`config.mk`:
```
export PLATFORM = sky130hd
export DESIGN_NAME = fp_normalize
export DESIGN_NICKNAME = d
export VERILOG_FILES = /design/src/rtl/fp_normalize_pkg.sv /design/src/rtl/fp_normalize.sv
export SDC_FILE = /design/constraint.sdc
export NUM_CORES = 1
export LEC_CHECK = 0
export ABC_AREA = 1
export CORE_MARGIN = 5
export CORE_UTILIZATION = 47
export CTS_CLUSTER_SIZE = 16
export DETAILED_ROUTE_END_ITERATION = 10
export HOLD_SLACK_MARGIN = 0.15
export PLACE_DENSITY = 0.78
export SLEW_MARGIN = 30
export SYNTH_ARGS = -nofsm -noshare
export SYNTH_HDL_FRONTEND = slang
export SYNTH_SLANG_ARGS = --single-unit
export TNS_END_PERCENT = 5
```
`constraint.sdc`:
```
create_clock -name clk -period 1.4 [get_ports clk]
set_input_delay 0.28 -clock clk [delete_from_list [all_inputs] [get_ports clk]]
set_output_delay 0.28 -clock clk [all_outputs]
set_load 0.01 [all_outputs]
```
`src/rtl/fp_normalize_pkg.sv`:
```
// fp_normalize_pkg: shared constants and state encoding for the small-format FP add/sub normalizer.
package fp_normalize_pkg;
    localparam int EXP_W      = 3;
    localparam int MANT_W_DEF = 4;

    typedef logic [1:0] state_t;
    localparam state_t S_IDLE  = 2'd0;
    localparam state_t S_CHECK = 2'd1;
    localparam state_t S_DONE  = 2'd2;

    // Bit positions inside exp_diff_sign, shared with the exponent datapath
    localparam int SIGN_SUB = 1;
    localparam int SIGN_NZ  = 0;
endpackage

```
`src/rtl/fp_normalize.sv`:
```
// fp_normalize: sequential post-add normalizer, one shift per clock until the hidden bit is set.
module fp_normalize
    import fp_normalize_pkg::*;
#(
    parameter int MANT_W = MANT_W_DEF
) (
    input  logic              clk,
    input  logic              rst_n,
    input  logic              start,
    input  logic [MANT_W+1:0] sum_in,
    input  logic [EXP_W-1:0]  exp_big,
    output logic [MANT_W-1:0] mant_norm,
    output logic [EXP_W-1:0]  exp_diff_norm,
    output logic [1:0]        exp_diff_sign,
    output logic              zero,
    output logic              underflow,
    output logic              busy,
    output logic              done
);
    state_t            state;
    logic [MANT_W+1:0] sr;
    logic [EXP_W-1:0]  cnt;
    logic              dir_sub;

    always_ff @(posedge clk or negedge rst_n) begin
        if (!rst_n) begin
            state     <= S_IDLE;
            sr        <= '0;
            cnt       <= '0;
            dir_sub   <= 1'b0;
            zero      <= 1'b0;
            underflow <= 1'b0;
        end else begin
            case (state)
                S_IDLE: if (start) begin
                    sr        <= sum_in;
                    cnt       <= '0;
                    dir_sub   <= 1'b0;
                    zero      <= 1'b0;
                    underflow <= 1'b0;
                    state     <= S_CHECK;
                end
                S_CHECK: if (sr[MANT_W+1]) begin
                    // Carry out: truncating right shift, no sticky bit
                    sr      <= sr >> 1;
                    cnt     <= EXP_W'(1);
                    dir_sub <= 1'b0;
                    state   <= S_DONE;
                end else if (sr[MANT_W]) begin
                    state <= S_DONE;
                end else if (sr == '0) begin
                    zero  <= 1'b1;
                    state <= S_DONE;
                end else if (cnt == exp_big) begin
                    underflow <= 1'b1;
                    state     <= S_DONE;
                end else begin
                    sr      <= sr << 1;
                    cnt     <= cnt + 1'b1;
                    dir_sub <= 1'b1;
                end
                default: state <= S_IDLE;
            endcase
        end
    end

    assign mant_norm               = sr[MANT_W-1:0];
    assign exp_diff_norm           = cnt;
    assign exp_diff_sign[SIGN_SUB] = dir_sub;
    assign exp_diff_sign[SIGN_NZ]  = cnt != '0;
    assign busy                    = state == S_CHECK;
    assign done                    = state == S_DONE;
endmodule

```
After elaboration in Yosys (flattened, before gate mapping)
Cells that the tools add are included.
{"block": "op_classes", "n_mux": 33, "n_eq_ne": 13, "n_addsub": 1, "n_reduce_logical": 9}
{"cell": "$mux W5", "n": 4}
{"cell": "$mux W3", "n": 5}
{"cell": "$mux W1", "n": 12}
{"cell": "$pmux W6 S2", "n": 1}
{"cell": "$mux W2", "n": 5}
{"cell": "$reduce_and A5 Y1", "n": 2}
{"cell": "$ne A2 B2 Y1 const B", "n": 4}
{"cell": "$logic_not A6 Y1", "n": 1}
{"cell": "$mux W6", "n": 1}
{"cell": "$ne A3 B3 Y1 const B", "n": 2}
{"cell": "$pmux W1 S2", "n": 3}
{"cell": "$pmux W3 S2", "n": 1}
{"cell": "$reduce_and A6 Y1", "n": 1}
{"cell": "$ne A5 B1 Y1 const B", "n": 1}
{"cell": "$ne A2 B1 Y1 const B", "n": 2}
{"cell": "$pmux W2 S2", "n": 1}
{"cell": "$reduce_and A2 Y1", "n": 2}
{"cell": "$add A3 B1 Y3 const B", "n": 1}
{"cell": "$eq A3 B3 Y1", "n": 1}
{"cell": "$ne A3 B2 Y1 const B", "n": 1}
{"cell": "$reduce_bool A3 Y1", "n": 1}
{"cell": "$eq A2 B1 Y1 const B", "n": 1}
{"cell": "$eq A2 B2 Y1 const B", "n": 1}
{"cell": "$logic_not A2 Y1", "n": 1}
{"cell": "$reduce_bool A2 Y1", "n": 1}
{"block": "word_totals", "elab_cells": 63, "register_bits": 14}

Depth between registers and ports, before layout
Gate-level depths: netlist of the first run.
{"block": "logic_depth", "word_depth": 6, "depth_mapped": 8, "depth_no_buf": 8}

Worst setup path after synthesis of the first run
OpenSTA, ideal clock, no wires.
{"block": "synth_timing", "kind": "register -> register", "start": "register cnt[1], in the netlist exp_diff_norm[1]", "end": "register sr[1]", "path_stages_with_launch": 7, "synth_period_minus_slack_ps": 1219, "path_slack_ps": 181, "setup_ps": 116, "arrival_time_ps": 1102, "n_path_buf": 0, "path_cell_list": "dfrtp_1 -> xnor2_1 -> nand3_2 -> nor2_1 -> nor2_2 -> nand2_1 -> nand2_1"}
{"block": "synth_between", "elab_chain_len": 3}
{"item": "start, declared", "line": "fp_normalize.sv:22", "rtl": "logic [EXP_W-1:0] cnt;"}
{"item": "start signal, assigned", "line": "fp_normalize.sv:59", "rtl": "cnt <= cnt + 1'b1;"}
{"item": "$eq A3 B3 Y1", "line": "fp_normalize.sv:54", "rtl": "end else if (cnt == exp_big) begin"}
{"item": "$ne A3 B3 Y1 (no line)"}
{"item": "$reduce_and A5 Y1 (no line)"}
{"item": "end signal, assigned", "line": "fp_normalize.sv:36", "rtl": "sr <= sum_in;"}
{"item": "end signal, assigned", "line": "fp_normalize.sv:45", "rtl": "sr <= sr >> 1;"}
{"item": "end signal, assigned", "line": "fp_normalize.sv:58", "rtl": "sr <= sr << 1;"}
{"item": "end, declared", "line": "fp_normalize.sv:21", "rtl": "logic [MANT_W+1:0] sr;"}
No other way between the ends.
A chain may end at the register's enable or synchronous reset.

Worst setup path in the final report of the first run
{"block": "layout_timing", "start": "register cnt[1], in the netlist exp_diff_norm[1]", "end": "output exp_diff_norm[1]"}
{"item": "end, declared", "line": "fp_normalize.sv:13", "rtl": "output logic [EXP_W-1:0] exp_diff_norm,"}
No word-level cell between the ends.

==> results.sh, run 1 <==
export IMPL_clkLatencyLatePin_ps=270
export IMPL_p_per_area_nw_per_um2=1910
export IMPL_die_width_um=54.1
export IMPL_syn_nets=136
export IMPL_syn_area_um2=912
export IMPL_grt_pass1_wl_um=3430
export IMPL_timing_rr_end="sr[1]$_DFFE_PN0P_"
export IMPL_vias_per_cell=4.78
export IMPL_fin_nets=170
export IMPL_fmax_mhz=728
export IMPL_rows=16
export IMPL_h_tree_depth=1
export IMPL_dieArea_um2=2920
export IMPL_drt_pre_antenna_iters=4
export IMPL_p_total_w=0.00242
export IMPL_yosysSeqAreaShare_pct=38.4
export IMPL_ys_types=23
export IMPL_grt_use_total_pct=16.0
export IMPL_multiInputGateArea_um2=502
export IMPL_ys_seq_elements=14
export IMPL_dp_cells=176
export IMPL_leakage_nw=0.689
export IMPL_ys_async_sr_fraction_pct=100
export IMPL_setup_violations=0
export IMPL_antenna_cells=0
export IMPL_avgSynthCellArea_um2=7.48
export IMPL_routabilityCongestion=0.810
export IMPL_p_clk_share_pct=9.4
export IMPL_hpwl_um=1660
export IMPL_fin_hold_ws_ps=302
export IMPL_setup_ws_ps=25.5
export IMPL_clk_path_buf_depth=2
export IMPL_seqCellArea_um2=350
export IMPL_critPathKind="flop to primary output"
export IMPL_post_route_period_util_pct=98.2
export IMPL_synth_edf_count=0
export IMPL_drtAntennaViolNets=0
export IMPL_fin_skew_ps=0.752
export IMPL_worst_pin_slew_ps=319
export IMPL_use_met1_pct=19.8
export IMPL_switching_share_pct=47.4
export IMPL_p_int_w=0.00127
export IMPL_drv_cap=0
export IMPL_rrSetupSlack_ps=50
export IMPL_ys_warn_count=0
export IMPL_vdd_ir_drop_max_mv=0.964
export IMPL_grtUsageMet2_pct=28.2
export IMPL_ios=25
export IMPL_first_global_vias=821
export IMPL_final_layout_size_suffix_gt1_share_pct=22.1
export IMPL_initial_core_util_pct=48.0
export IMPL_critPathMaxFanout=4
export IMPL_worstPathArrival_ps=1090
export IMPL_cts_root_buf="clkbuf_4"
export IMPL_die_h_um=54.1
export IMPL_startpoint_type="flop"
export IMPL_synthCells=122
export IMPL_hold_viol=0
export IMPL_fillCellCount=155
export IMPL_rsz0062_at_grt="true"
export IMPL_required_ps=1120
export IMPL_min_path_type="primary input to async pin"
export IMPL_cts_tree="done"
export IMPL_grt_use_met3_pct=1.66
export IMPL_pre_cts_ws_ps=-155
export IMPL_pwr_share_seq_pct=30.2
export IMPL_antenna_found_initial=0
export IMPL_synth_ff_type="dfrtp_1"
export IMPL_min_period_ps=1370
export IMPL_ctsHoldBuffers=0
export IMPL_clock_sinks=14
export IMPL_final_util_pct=66.4
export IMPL_status="complete, no violations"
export IMPL_grt_max_degree=15
export IMPL_cp_end_kind="primary output"
export IMPL_top_usage_layer="met2"
export IMPL_p_comb_share_pct=60.3
export IMPL_port_buffers=24
export IMPL_r2r_start="exp_diff_norm[1]$_DFFE_PN0P_"
export IMPL_wl_per_cell_um=12.1
export IMPL_slew_headroom_pct=78.6
export IMPL_rr_worst_depth=7
export IMPL_fin_cells=181
export IMPL_placeableCoreArea_um2=1900
export IMPL_drv_slew=0
export IMPL_drc_errors=0
export IMPL_gr_total_overflow=0
export IMPL_numCtsBuffers=3
export IMPL_p_switching_w=0.00114
export IMPL_vias=865
export IMPL_routed_wl_um=2190
export IMPL_area_growth_syn_to_layout_pct=38.4
export IMPL_clk_pin_slew_ps=80
export IMPL_drt_iter0_drc=17
==> worst max-delay path by stage <==
stage | slack [ps] | from | cells past startpoint | to
2_1_floorplan | 180 | exp_diff_norm[1]$_DFFE_PN0P_ | 6 | sr[1]$_DFFE_PN0P_
3_5_place_dp | -150 | exp_big[1] | 7 | dir_sub$_DFFE_PN0P_
6_report | 30 | exp_diff_norm[1]$_DFFE_PN0P_ | 2 | exp_diff_norm[1]
4_1_cts | 2 | state[1]$_DFFE_PN0P_ | 4 | busy
3_3_place_gp | -130 | exp_big[1] | 7 | sr[3]$_DFFE_PN0P_
5_1_grt | -40 | state[1]$_DFFE_PN0P_ | 8 | sr[1]$_DFFE_PN0P_
==> stage by stage <==
step                area [µm²]  TNS, ps
global placement          1210    -1170
global route              1260     -265
CTS                       1220        0
detailed placement        1210    -1450
floorplan                  912        0
finish                    1260        0
==> critical path, cell delays in order, from the launching register on <==
cell           delay, ps
dfrtp_1              380
buf_4                160
dlygate4sd2_1        280
==> sequential cells by signal, indices dropped and copies added, names as in the netlist <==
name / flops
dir_sub: 1
state: 2
exp_diff_norm: 3
sr: 6
zero: 1
underflow: 1
==> synth_stat cells (2+ instances only) <==
master | count | area share, %
nor2_2 | 3 | 2.1
dfrtp_1 | 14 | 38
inv_2 | 2 | 0.82
a22oi_1 | 3 | 2.5
inv_1 | 12 | 4.9
nand2_1 | 43 | 18
ha_1 | 2 | 2.7
nand3_1 | 9 | 4.9
nor2_1 | 11 | 4.5
buf_4 | 5 | 4.1
a21oi_1 | 5 | 2.7
nand3_2 | 2 | 2.2
==> power by group through the flow <==
stage	combinational [W]	clock (W)	sequential [W]
6_report	0.00146	0.000228	0.000730
5_1_grt	0.00162	0.000249	0.000755
4_1_cts	0.00136	0.000227	0.000718
3_5_place_dp	0.00144	0	0.000729
3_3_place_gp	0.00142	0	0.000721
2_1_floorplan	0.000912	0	0.000730
==> cell type report <==
type / count / area share (%)
clock buffers: 3 / 1.78
inverters: 15 / 4.86
multi-input cells: 88 / 39.7
flip-flops and latches: 14 / 27.8
well taps: 27 / 2.68
repair buffers: 34 / 23.2
==> cell usage in the layout, fill, tap and decap left out, types with 4 or more instances in the layout <==
master / instances
nand2_1: 43
dfrtp_1: 14
inv_1: 11
clkdlybuf4s50_1: 11
nor2_1: 9
nand3_1: 9
dlygate4sd2_1: 9
buf_4: 9
nor2_4: 4
a21oi_1: 4
==> layer usage <==
layer | vias to the layer above | wire [µm]
met3 | 4 | 81
met4 | 0 | 31
met1 | 394 | 880
met5 | - | 0
met2 | 23 | 1190
li1 | 444 | -
==> cells by family (layout without fill, tap and decap cells) <==
| kind of cell | count (synthesis) | count (layout) | synth area share (%) |
|---|---|---|---|
| AOI/OAI and AO/OA | 11 | 11 | 7.68 |
| buffers and inverters | 20 | 52 | 10.8 |
| adders and majority gates | 2 | 2 | 2.74 |
| xor gates and xnor gates | 2 | 2 | 1.92 |
| and+or+nand+nor | 73 | 73 | 38.4 |
| DFF | 14 | 14 | 38.4 |
==> what timing repair did <==
item / CTS / global route
buffers inserted: 0 / 2
pin swaps: 0 / 4
gates resized for setup: 19 / 12
endpoints found under the setup margin: 15 / 12
gates cloned: 0 / 0
endpoints found under the hold margin: 0 / 0
(Power assumes the default switching activity.)
==> run 2: changes to the inputs <==
- CORE_ASPECT_RATIO: unset -> 0.75
==> run 2 against run 1 <==
  * Clock power barely moved
  * Maximum frequency increased by 0.72%
  * First-iteration DRC count up 94%
  * Die area rose by 0.31%
  * Clock skew is 4.8 ps higher
  * Sequential cell count is the same
==> results.sh, run 2 (synthesis gave the netlist of run 1 again) <==
export IMPL_setup_ws_ps=35.4
export IMPL_rr_worst_depth=7
export IMPL_cts_root_buf="clkbuf_4"
export IMPL_area_growth_syn_to_layout_pct=39.4
export IMPL_p_int_w=0.00130
export IMPL_h_tree_depth=1
export IMPL_min_path_type="primary input to async pin"
export IMPL_initial_core_util_pct=51.0
export IMPL_antenna_cells=0
export IMPL_p_comb_share_pct=61.5
export IMPL_drt_iter0_drc=33
export IMPL_final_util_pct=71.0
export IMPL_fin_skew_ps=5.51
export IMPL_worst_pin_slew_ps=334
export IMPL_vdd_ir_drop_max_mv=1.09
export IMPL_fin_nets=171
export IMPL_r2r_start="exp_diff_norm[1]$_DFFE_PN0P_"
export IMPL_gr_total_overflow=0
export IMPL_hpwl_um=1800
export IMPL_critPathMaxFanout=7
export IMPL_rows=13
export IMPL_critPathKind="flop to flop"
export IMPL_cts_tree="done"
export IMPL_first_global_vias=818
export IMPL_drc_errors=0
export IMPL_clkLatencyLatePin_ps=290
export IMPL_wl_per_cell_um=13.5
export IMPL_ios=25
export IMPL_setup_violations=0
export IMPL_min_period_ps=1360
export IMPL_grt_use_total_pct=18.0
export IMPL_vias=901
export IMPL_clk_path_buf_depth=2
export IMPL_antenna_found_initial=0
export IMPL_pre_cts_ws_ps=-171
export IMPL_hold_viol=0
export IMPL_slew_headroom_pct=77.7
export IMPL_port_buffers=24
export IMPL_clock_sinks=14
export IMPL_fmax_mhz=733
export IMPL_rsz0062_at_grt="true"
export IMPL_rrSetupSlack_ps=40
export IMPL_dieArea_um2=2930
export IMPL_crit_end="sr[0]$_DFFE_PN0P_"
export IMPL_leakage_nw=0.692
export IMPL_placeableCoreArea_um2=1790
export IMPL_startpoint_type="flop"
export IMPL_switching_share_pct=47.8
export IMPL_drv_cap=0
export IMPL_p_switching_w=0.00119
export IMPL_p_per_area_nw_per_um2=1950
export IMPL_final_layout_size_suffix_gt1_share_pct=22.6
export IMPL_pwr_share_seq_pct=29.4
export IMPL_largest_register_ffs=6
export IMPL_status="complete, no violations"
export IMPL_die_h_um=48.2
export IMPL_grt_max_degree=15
export IMPL_clk_pin_slew_ps=80
export IMPL_layout_common_cells="nand2_1 (41), dfrtp_1 (14), inv_1 (11), clkdlybuf4s50_1 (11)"
export IMPL_cp_end_kind="flop"
export IMPL_drt_pre_antenna_iters=5
export IMPL_die_width_um=60.9
export IMPL_numCtsBuffers=3
export IMPL_final_common_cell="nand2_1"
export IMPL_startpoint="exp_diff_norm[1]$_DFFE_PN0P_"
export IMPL_worstPathArrival_ps=1540
export IMPL_largest_register="sr"
export IMPL_drtAntennaViolNets=0
export IMPL_p_clk_share_pct=9.1
export IMPL_vias_per_cell=5.09
export IMPL_timing_rr_end="sr[0]$_DFFE_PN0P_"
export IMPL_post_route_period_util_pct=97.5
export IMPL_routed_wl_um=2400
export IMPL_required_ps=1580
export IMPL_drv_slew=0
export IMPL_grt_pass1_wl_um=3710
export IMPL_routabilityCongestion=0.837
[run 2: power by group through the flow]
stage / clock network, W / registers (W) / logic (W)
after detailed placement: 0 / 0.000723 / 0.00150
final: 0.000225 / 0.000730 / 0.00153
after global routing: 0.000249 / 0.000741 / 0.00167
after CTS: 0.000229 / 0.000712 / 0.00142
after floorplan: 0 / 0.000730 / 0.000912
after global placement: 0 / 0.000711 / 0.00147
[run 2: layout make-up]
| cell class | count | area [µm²] |
|---|---|---|
| tap | 22 | 27.5 |
| inverter | 15 | 61.3 |
| fill | 155 | 518 |
| multi-input combinational | 88 | 508 |
| timing repair buffer | 35 | 302 |
| clock buffer | 3 | 22.5 |
| sequential | 14 | 350 |
[run 2: critical path: stages, from the launching register on]
cell     delay, ps
dfrtp_1        380
buf_4          160
xnor2_2        230
nand3_4        140
nor2_2         150
nor2_4          70
nand2_1         70
nand2_1         60
[run 2: per-layer routing]
metal	wire length [µm]	track usage [%]	vias up
met4	31	7.79	0
met5	0	0	-
met3	184	6.61	5
met1	1020	22.7	414
met2	1160	28.1	37
li1	-	-	445
[run 2: metrics by stage]
step	total power [W]	TNS, ps	cells	hold WS, ps	cell area (µm²)
finish	0.00248	0	177	300	1270
CTS	0.00236	0	176	311	1230
detailed placement	0.00222	-1590	173	463	1220
global route	0.00266	-52.3	177	328	1270
global placement	0.00218	-1110	173	455	1220
floorplan	0.00164	0	122	-15.6	912
[run 2: how the worst min path moves through the flow]
| stage | start | to | slack (ps) |
|---|---|---|---|
| after floorplan | rst_n | dir_sub$_DFFE_PN0P_ | -20 |
| after global placement | dir_sub$_DFFE_PN0P_ | dir_sub$_DFFE_PN0P_ | 460 |
| after detailed placement | dir_sub$_DFFE_PN0P_ | dir_sub$_DFFE_PN0P_ | 460 |
| after CTS | rst_n | exp_diff_norm[1]$_DFFE_PN0P_ | 310 |
| after global routing | rst_n | state[1]$_DFFE_PN0P_ | 330 |
| final | rst_n | sr[5]$_DFFE_PN0P_ | 300 |
[run 2: timing repair]
item,CTS,global route
pin swaps,1,4
hold endpoints to repair,0,0
setup buffers,0,1
setup endpoints to repair,16,14
resized for setup,20,14
hold buffers,0,0
==> run 3: changes to the inputs <==
- CTS_CLUSTER_DIAMETER: unset -> 60
- SLEW_MARGIN: 30 -> unset
==> results of run 3 <==
Final layout, timing and power as in run 2 (identical DEF).
